### src/rtl/exp_time_logger_if.sv
// exp_time_logger_if: control inputs and result registers of the
// reaction-time logger, with driver (master) and logger (slave) views.
interface exp_time_logger_if;
  logic       start;
  logic       tick;
  logic       trig;
  logic [3:0] ET0;
  logic [3:0] ET1;
  logic [3:0] ET2;
  logic [3:0] ET3;
  logic [3:0] ET4;
  logic [3:0] ET5;
  logic [3:0] ET6;
  logic [3:0] ET7;
  logic [3:0] ET8;
  logic [3:0] ET9;
  logic [3:0] ET10;
  logic [3:0] cur_exp;
  logic [7:0] sum_val;
  logic       busy;
  logic       done;

  modport master (
    output start, tick, trig,
    input  ET0, ET1, ET2, ET3, ET4, ET5,
    input  ET6, ET7, ET8, ET9, ET10,
    input  cur_exp, sum_val, busy, done
  );

  modport slave (
    input  start, tick, trig,
    output ET0, ET1, ET2, ET3, ET4, ET5,
    output ET6, ET7, ET8, ET9, ET10,
    output cur_exp, sum_val, busy, done
  );
endinterface

### src/rtl/exp_time_logger.sv
// exp_time_logger: sequences 11 timed experiments into saturating BCD slots.
// Optional `TRIG_SYNC_EN adds a 2-flop synchronizer on trig.
module exp_time_logger #(
  parameter int NUM_EXP   = 11,
  parameter int MAX_DIGIT = 9
) (
  input  logic               clk,
  input  logic               rst,
  exp_time_logger_if.slave   bus
);

  typedef enum logic [1:0] {
    IDLE, RUN, STORE, DONE
  } state_e;

  localparam logic [3:0] LAST = 4'(NUM_EXP - 1);
  localparam logic [3:0] MAXD = 4'(MAX_DIGIT);

  state_e     state_q, state_d;
  logic [3:0] et_q [NUM_EXP];
  logic [3:0] et_d [NUM_EXP];
  logic [3:0] elap_q, elap_d;
  logic [3:0] cur_q, cur_d;
  logic [7:0] sum_q, sum_d;
  logic       busy_q, busy_d;
  logic       done_q, done_d;
  logic       trig_s, trig_q;
  logic       trig_edge;

`ifdef TRIG_SYNC_EN
  logic sync1_q, sync2_q;

  always_ff @(posedge clk or posedge rst) begin
    if (rst) begin
      sync1_q <= 1'b0;
      sync2_q <= 1'b0;
    end else begin
      sync1_q <= bus.trig;
      sync2_q <= sync1_q;
    end
  end

  assign trig_s = sync2_q;
`else
  assign trig_s = bus.trig;
`endif

  assign trig_edge = trig_s & ~trig_q;

  always_ff @(posedge clk or posedge rst) begin
    if (rst) begin
      state_q <= IDLE;
      busy_q  <= 1'b0;
      done_q  <= 1'b0;
    end else begin
      state_q <= state_d;
      busy_q  <= busy_d;
      done_q  <= done_d;
    end
  end

  // start overrides everything, including a pending STORE
  always_comb begin
    state_d = state_q;
    priority case (1'b1)
      bus.start:
        state_d = RUN;
      state_q == RUN && trig_edge:
        state_d = STORE;
      state_q == STORE && cur_q == LAST:
        state_d = DONE;
      state_q == STORE:
        state_d = RUN;
      default: ;
    endcase
  end

  always_comb begin
    busy_d = (state_d == RUN) || (state_d == STORE);
    done_d = (state_d == DONE);
    et_d   = et_q;
    elap_d = elap_q;
    cur_d  = cur_q;
    sum_d  = sum_q;
    if (bus.start) begin
      for (int i = 0; i < NUM_EXP; i++) et_d[i] = 4'd0;
      elap_d = 4'd0;
      cur_d  = 4'd0;
      sum_d  = 8'd0;
    end else if (state_q == RUN) begin
      if (bus.tick && !trig_edge && elap_q != MAXD)
        elap_d = elap_q + 4'd1;
    end else if (state_q == STORE) begin
      et_d[cur_q] = elap_q;
      sum_d       = sum_q + {4'd0, elap_q};
      if (cur_q != LAST) begin
        cur_d  = cur_q + 4'd1;
        elap_d = 4'd0;
      end
    end
  end

  always_ff @(posedge clk or posedge rst) begin
    if (rst) begin
      for (int i = 0; i < NUM_EXP; i++) et_q[i] <= 4'd0;
      elap_q <= 4'd0;
      cur_q  <= 4'd0;
      sum_q  <= 8'd0;
      trig_q <= 1'b0;
    end else begin
      et_q   <= et_d;
      elap_q <= elap_d;
      cur_q  <= cur_d;
      sum_q  <= sum_d;
      trig_q <= trig_s;
    end
  end

  assign bus.ET0     = et_q[0];
  assign bus.ET1     = et_q[1];
  assign bus.ET2     = et_q[2];
  assign bus.ET3     = et_q[3];
  assign bus.ET4     = et_q[4];
  assign bus.ET5     = et_q[5];
  assign bus.ET6     = et_q[6];
  assign bus.ET7     = et_q[7];
  assign bus.ET8     = et_q[8];
  assign bus.ET9     = et_q[9];
  assign bus.ET10    = et_q[10];
  assign bus.cur_exp = cur_q;
  assign bus.sum_val = sum_q;
  assign bus.busy    = busy_q;
  assign bus.done    = done_q;

endmodule

### src/flat_wrapper.sv
// flat-port wrapper written by rule: the top's interface ports become plain ports
module exp_time_logger_flat 
#(
  parameter int NUM_EXP   = 11,
  parameter int MAX_DIGIT = 9
)
  (clk, rst, bus_start, bus_tick, bus_trig, bus_ET0, bus_ET1, bus_ET2, bus_ET3, bus_ET4, bus_ET5, bus_ET6, bus_ET7, bus_ET8, bus_ET9, bus_ET10, bus_cur_exp, bus_sum_val, bus_busy, bus_done);
  exp_time_logger_if bus_i ();
  input  logic clk;
  input  logic rst;
  input wire logic [$bits(bus_i.start)-1:0] bus_start;
  input wire logic [$bits(bus_i.tick)-1:0] bus_tick;
  input wire logic [$bits(bus_i.trig)-1:0] bus_trig;
  output wire logic [$bits(bus_i.ET0)-1:0] bus_ET0;
  output wire logic [$bits(bus_i.ET1)-1:0] bus_ET1;
  output wire logic [$bits(bus_i.ET2)-1:0] bus_ET2;
  output wire logic [$bits(bus_i.ET3)-1:0] bus_ET3;
  output wire logic [$bits(bus_i.ET4)-1:0] bus_ET4;
  output wire logic [$bits(bus_i.ET5)-1:0] bus_ET5;
  output wire logic [$bits(bus_i.ET6)-1:0] bus_ET6;
  output wire logic [$bits(bus_i.ET7)-1:0] bus_ET7;
  output wire logic [$bits(bus_i.ET8)-1:0] bus_ET8;
  output wire logic [$bits(bus_i.ET9)-1:0] bus_ET9;
  output wire logic [$bits(bus_i.ET10)-1:0] bus_ET10;
  output wire logic [$bits(bus_i.cur_exp)-1:0] bus_cur_exp;
  output wire logic [$bits(bus_i.sum_val)-1:0] bus_sum_val;
  output wire logic [$bits(bus_i.busy)-1:0] bus_busy;
  output wire logic [$bits(bus_i.done)-1:0] bus_done;
  assign bus_i.start = bus_start;
  assign bus_i.tick = bus_tick;
  assign bus_i.trig = bus_trig;
  assign bus_ET0 = bus_i.ET0;
  assign bus_ET1 = bus_i.ET1;
  assign bus_ET2 = bus_i.ET2;
  assign bus_ET3 = bus_i.ET3;
  assign bus_ET4 = bus_i.ET4;
  assign bus_ET5 = bus_i.ET5;
  assign bus_ET6 = bus_i.ET6;
  assign bus_ET7 = bus_i.ET7;
  assign bus_ET8 = bus_i.ET8;
  assign bus_ET9 = bus_i.ET9;
  assign bus_ET10 = bus_i.ET10;
  assign bus_cur_exp = bus_i.cur_exp;
  assign bus_sum_val = bus_i.sum_val;
  assign bus_busy = bus_i.busy;
  assign bus_done = bus_i.done;
  exp_time_logger #(.NUM_EXP(NUM_EXP), .MAX_DIGIT(MAX_DIGIT)) u_core (.clk(clk), .rst(rst), .bus(bus_i));
endmodule
### config.mk
export PLATFORM = sky130hd
export DESIGN_NAME = exp_time_logger_flat
export DESIGN_NICKNAME = d
export VERILOG_FILES = /design/src/rtl/exp_time_logger_if.sv /design/src/rtl/exp_time_logger.sv /design/src/flat_wrapper.sv
export SDC_FILE = /design/constraint.sdc
export NUM_CORES = 1
export LEC_CHECK = 0
export CORE_UTILIZATION = 51
export CTS_CLUSTER_DIAMETER = 120
export DETAILED_ROUTE_END_ITERATION = 12
export PLACE_DENSITY = 0.85
export REMOVE_ABC_BUFFERS = 1
export SKIP_CTS_REPAIR_TIMING = 1
export SLEW_MARGIN = 20
export SYNTH_ARGS = -nofsm -noshare
export SYNTH_HDL_FRONTEND = slang
export SYNTH_SLANG_ARGS = --single-unit
### constraint.sdc
create_clock -name clk -period 2.5 [get_ports clk]
set_input_delay 0.5 -clock clk [delete_from_list [all_inputs] [get_ports clk]]
set_output_delay 0.5 -clock clk [all_outputs]
set_load 0.02 [all_outputs]
==> flow_metrics.env <==
export IMPL_status="finished, final reports clean"
export IMPL_slew_headroom=0.488
export IMPL_synth_area_sq_mm=0.00301
export IMPL_largest_reg_flops=8
export IMPL_rsz0062_at_grt="false"
export IMPL_ant_nets=0
export IMPL_path_max_fanout=11
export IMPL_num_rows=27
export IMPL_critical_path_arrival_ns=2.34
export IMPL_p_per_area_mw_per_mm2=534
export IMPL_ys_ff_latch=65
export IMPL_hold_viol=0
export IMPL_gp_congestion=0.822
export IMPL_h_tree_depth=3
export IMPL_period_minus_slack_ns=2.10
export IMPL_report_power_total_mw=2.11
export IMPL_start_util=0.536
export IMPL_fmax_mhz=477
export IMPL_yosysWarnings=0
export IMPL_totalWireLength_microns=7110
export IMPL_utilization=0.704
export IMPL_critPathKind="reg -> reg"
export IMPL_n_fill_cell=451
export IMPL_die_y_microns=78.8
export IMPL_cts_tree="built"
export IMPL_root_buffer="clkbuf_8"
export IMPL_clock_sinks=65
export IMPL_via_per_inst=5.59
export IMPL_coreArea_sq_mm=0.00561
export IMPL_clock_skew_final_ns=0.00745
export IMPL_cp_end_kind="register"
export IMPL_cts_clk_slew_worst_paths_ns=0.07
export IMPL_worstSetupStartpointType="register"
export IMPL_die_w_microns=78.8
export IMPL_fin_crit_sh=0.838
export IMPL_diodes=0
export IMPL_die_area_sq_mm=0.00621
export IMPL_grt_usage=0.255
export IMPL_drive_above_1_share=0.0735
export IMPL_avgRoutedWirePerCell_microns=15.7
export IMPL_setup_viol=0
export IMPL_ioPinCount=63
export IMPL_drt_pre_antenna_iters=4
export IMPL_antenna_found_initial=0
export IMPL_maxCapViolations=0
export IMPL_post_synth_cell_area_avg_sq_um=9.58
export IMPL_required_ns=2.75
export IMPL_drc=0
export IMPL_nNetsFinal=393
export IMPL_multi_input_area_sq_mm=0.00130
export IMPL_cellLeakagePower_nw=1.71
export IMPL_grt_start_max_net_pins=66
export IMPL_yosysUniqueCellTypes=37
export IMPL_grt_pass1_wl_microns=12000
export IMPL_drt_iter0_markers=206
export IMPL_clockBufferDepth=2
export IMPL_port_buffers=62
export IMPL_dpl_hpwl_microns=4710
export IMPL_clk_latency_ns=0.34
export IMPL_grt_overflow=0
export IMPL_regArea_sq_mm=0.00163
export IMPL_numCtsBuffers=9
export IMPL_slew_violations=0
export IMPL_vias=2534
export IMPL_hold_class="reg -> reg"
export IMPL_netlist_instances=314
export IMPL_grt_pass1_vias=2465
export IMPL_ys_seq_area_frac=0.541
export IMPL_area_growth_pct=31.3
export IMPL_peakVddDrop_uv=318
export IMPL_worst_pin_slew_ns=0.769
[worst max-delay path: stages (launching register included)]
cell and delay (ns):
dfrtp_1 0.54, ha_1 0.29, and3b_1 0.18, or4_1 0.54, or3_1 0.39, o221ai_1 0.07
[cells by family after synthesis]
| kind of cell | Yosys count | synth area share |
|---|---|---|
| buf+inv | 26 | 0.0333 |
| compound gates | 58 | 0.106 |
| xor+xnor | 3 | 0.00874 |
| flops | 65 | 0.541 |
| mux | 14 | 0.0474 |
| fa+ha+maj | 12 | 0.0524 |
| simple gates | 136 | 0.212 |
[layout by cell type (no fill, tap or decap), types with 3 or more instances in the layout]
cell / n
a211oi_1: 3
a21oi_1: 42
buf_4: 9
clkbuf_8: 12
clkdlybuf4s50_1: 61
dfrtp_1: 65
ha_1: 11
inv_1: 4
mux2i_1: 12
nand2_1: 51
nand2b_1: 3
nand3_1: 40
nor2_1: 21
nor2b_1: 6
o21ai_0: 4
or3_1: 3
[synth_stat cells]
| cell | instances | share of area |
|---|---|---|
| nor4bb_1 | 1 | 0.0033 |
| inv_1 | 5 | 0.0062 |
| nand4_1 | 1 | 0.0021 |
| nand2b_1 | 3 | 0.0062 |
| nand4b_1 | 1 | 0.0029 |
| a21o_1 | 2 | 0.0050 |
| mux2_1 | 2 | 0.0075 |
| xor2_1 | 1 | 0.0029 |
| o221ai_1 | 1 | 0.0029 |
| a21oi_1 | 42 | 0.070 |
| o21ai_1 | 2 | 0.0033 |
| nand3_1 | 40 | 0.067 |
| o21ai_0 | 4 | 0.0067 |
| nand2_1 | 51 | 0.064 |
| xnor2_1 | 2 | 0.0058 |
| and4_1 | 1 | 0.0029 |
| or3_1 | 3 | 0.0062 |
| nand3b_1 | 2 | 0.0050 |
| o21bai_1 | 1 | 0.0025 |
| o21a_1 | 1 | 0.0025 |
| nor2_1 | 21 | 0.026 |
| o41ai_1 | 1 | 0.0029 |
| nor2b_1 | 6 | 0.012 |
| a211oi_1 | 3 | 0.0075 |
| clkbuf_1 | 17 | 0.021 |
| and3b_1 | 1 | 0.0029 |
| o211ai_1 | 1 | 0.0025 |
| dfrtp_1 | 65 | 0.54 |
| mux2i_1 | 12 | 0.040 |
| or4_1 | 1 | 0.0025 |
| or2_0 | 2 | 0.0042 |
| buf_1 | 2 | 0.0025 |
| buf_2 | 2 | 0.0033 |
| ha_1 | 11 | 0.046 |
| nor3_1 | 1 | 0.0017 |
| nor4b_1 | 1 | 0.0029 |
| fa_1 | 1 | 0.0067 |
[through the flow]
| stage | instance area [sq um] | hold slack [ns] | std cells | setup slack (ns) | TNS (ns) |
|---|---|---|---|---|---|
| detailed placement | 3740 | 0.515 | 437 | 0.264 | 0 |
| global placement | 3740 | 0.512 | 437 | 0.290 | 0 |
| CTS | 3950 | 0.524 | 453 | 0.415 | 0 |
| floorplan | 2930 | 0.530 | 293 | -0.266 | -7.19 |
| finish | 3950 | 0.522 | 453 | 0.405 | 0 |
| global route | 3950 | 0.555 | 453 | 0.294 | 0 |
[metal layers]
metal,wire length (microns),track usage,vias up
li1,-,-,1205
met1,2980,0.323,1240
met2,3690,0.432,82
met3,345,0.0460,7
met4,89,0.100,0
met5,0,0,-
[where the power goes]
group	switching (mW)	internal [mW]
Clock	0.378	0.542
Sequential	0.0140	1.06
Combinational	0.0762	0.0370
[area by class of cell]
type                            count  share of cell area
Timing Repair Buffer               72               0.178
Multi-Input combinational cell    223               0.330
Tap cell                           72              0.0228
Sequential cell                    65               0.412
Clock inverter                      2             0.00887
Inverter                            5             0.00475
Clock buffer                       14              0.0437
[path summary, 6_finish.rpt]
path / slack, ns / cells past startpoint / start / end
min in group asynchronous: 0.54 / 3 / rst / u_core.bus.ET3[1]$_DFFE_PP0P_
max: 0.40 / 5 / u_core.elap_q[0]$_DFFE_PP0P_ / u_core.elap_q[2]$_DFFE_PP0P_
max in group asynchronous: 1.66 / 3 / rst / u_core.bus.sum_val[3]$_DFFE_PP0P_
min: 0.52 / 2 / u_core.bus.ET3[2]$_DFFE_PP0P_ / u_core.bus.ET3[2]$_DFFE_PP0P_
min reg2reg: 0.52 / 2 / u_core.bus.ET3[2]$_DFFE_PP0P_ / u_core.bus.ET3[2]$_DFFE_PP0P_
max reg2reg: 0.40 / 5 / u_core.elap_q[0]$_DFFE_PP0P_ / u_core.elap_q[2]$_DFFE_PP0P_
Power figures use the tool's default switching activity.
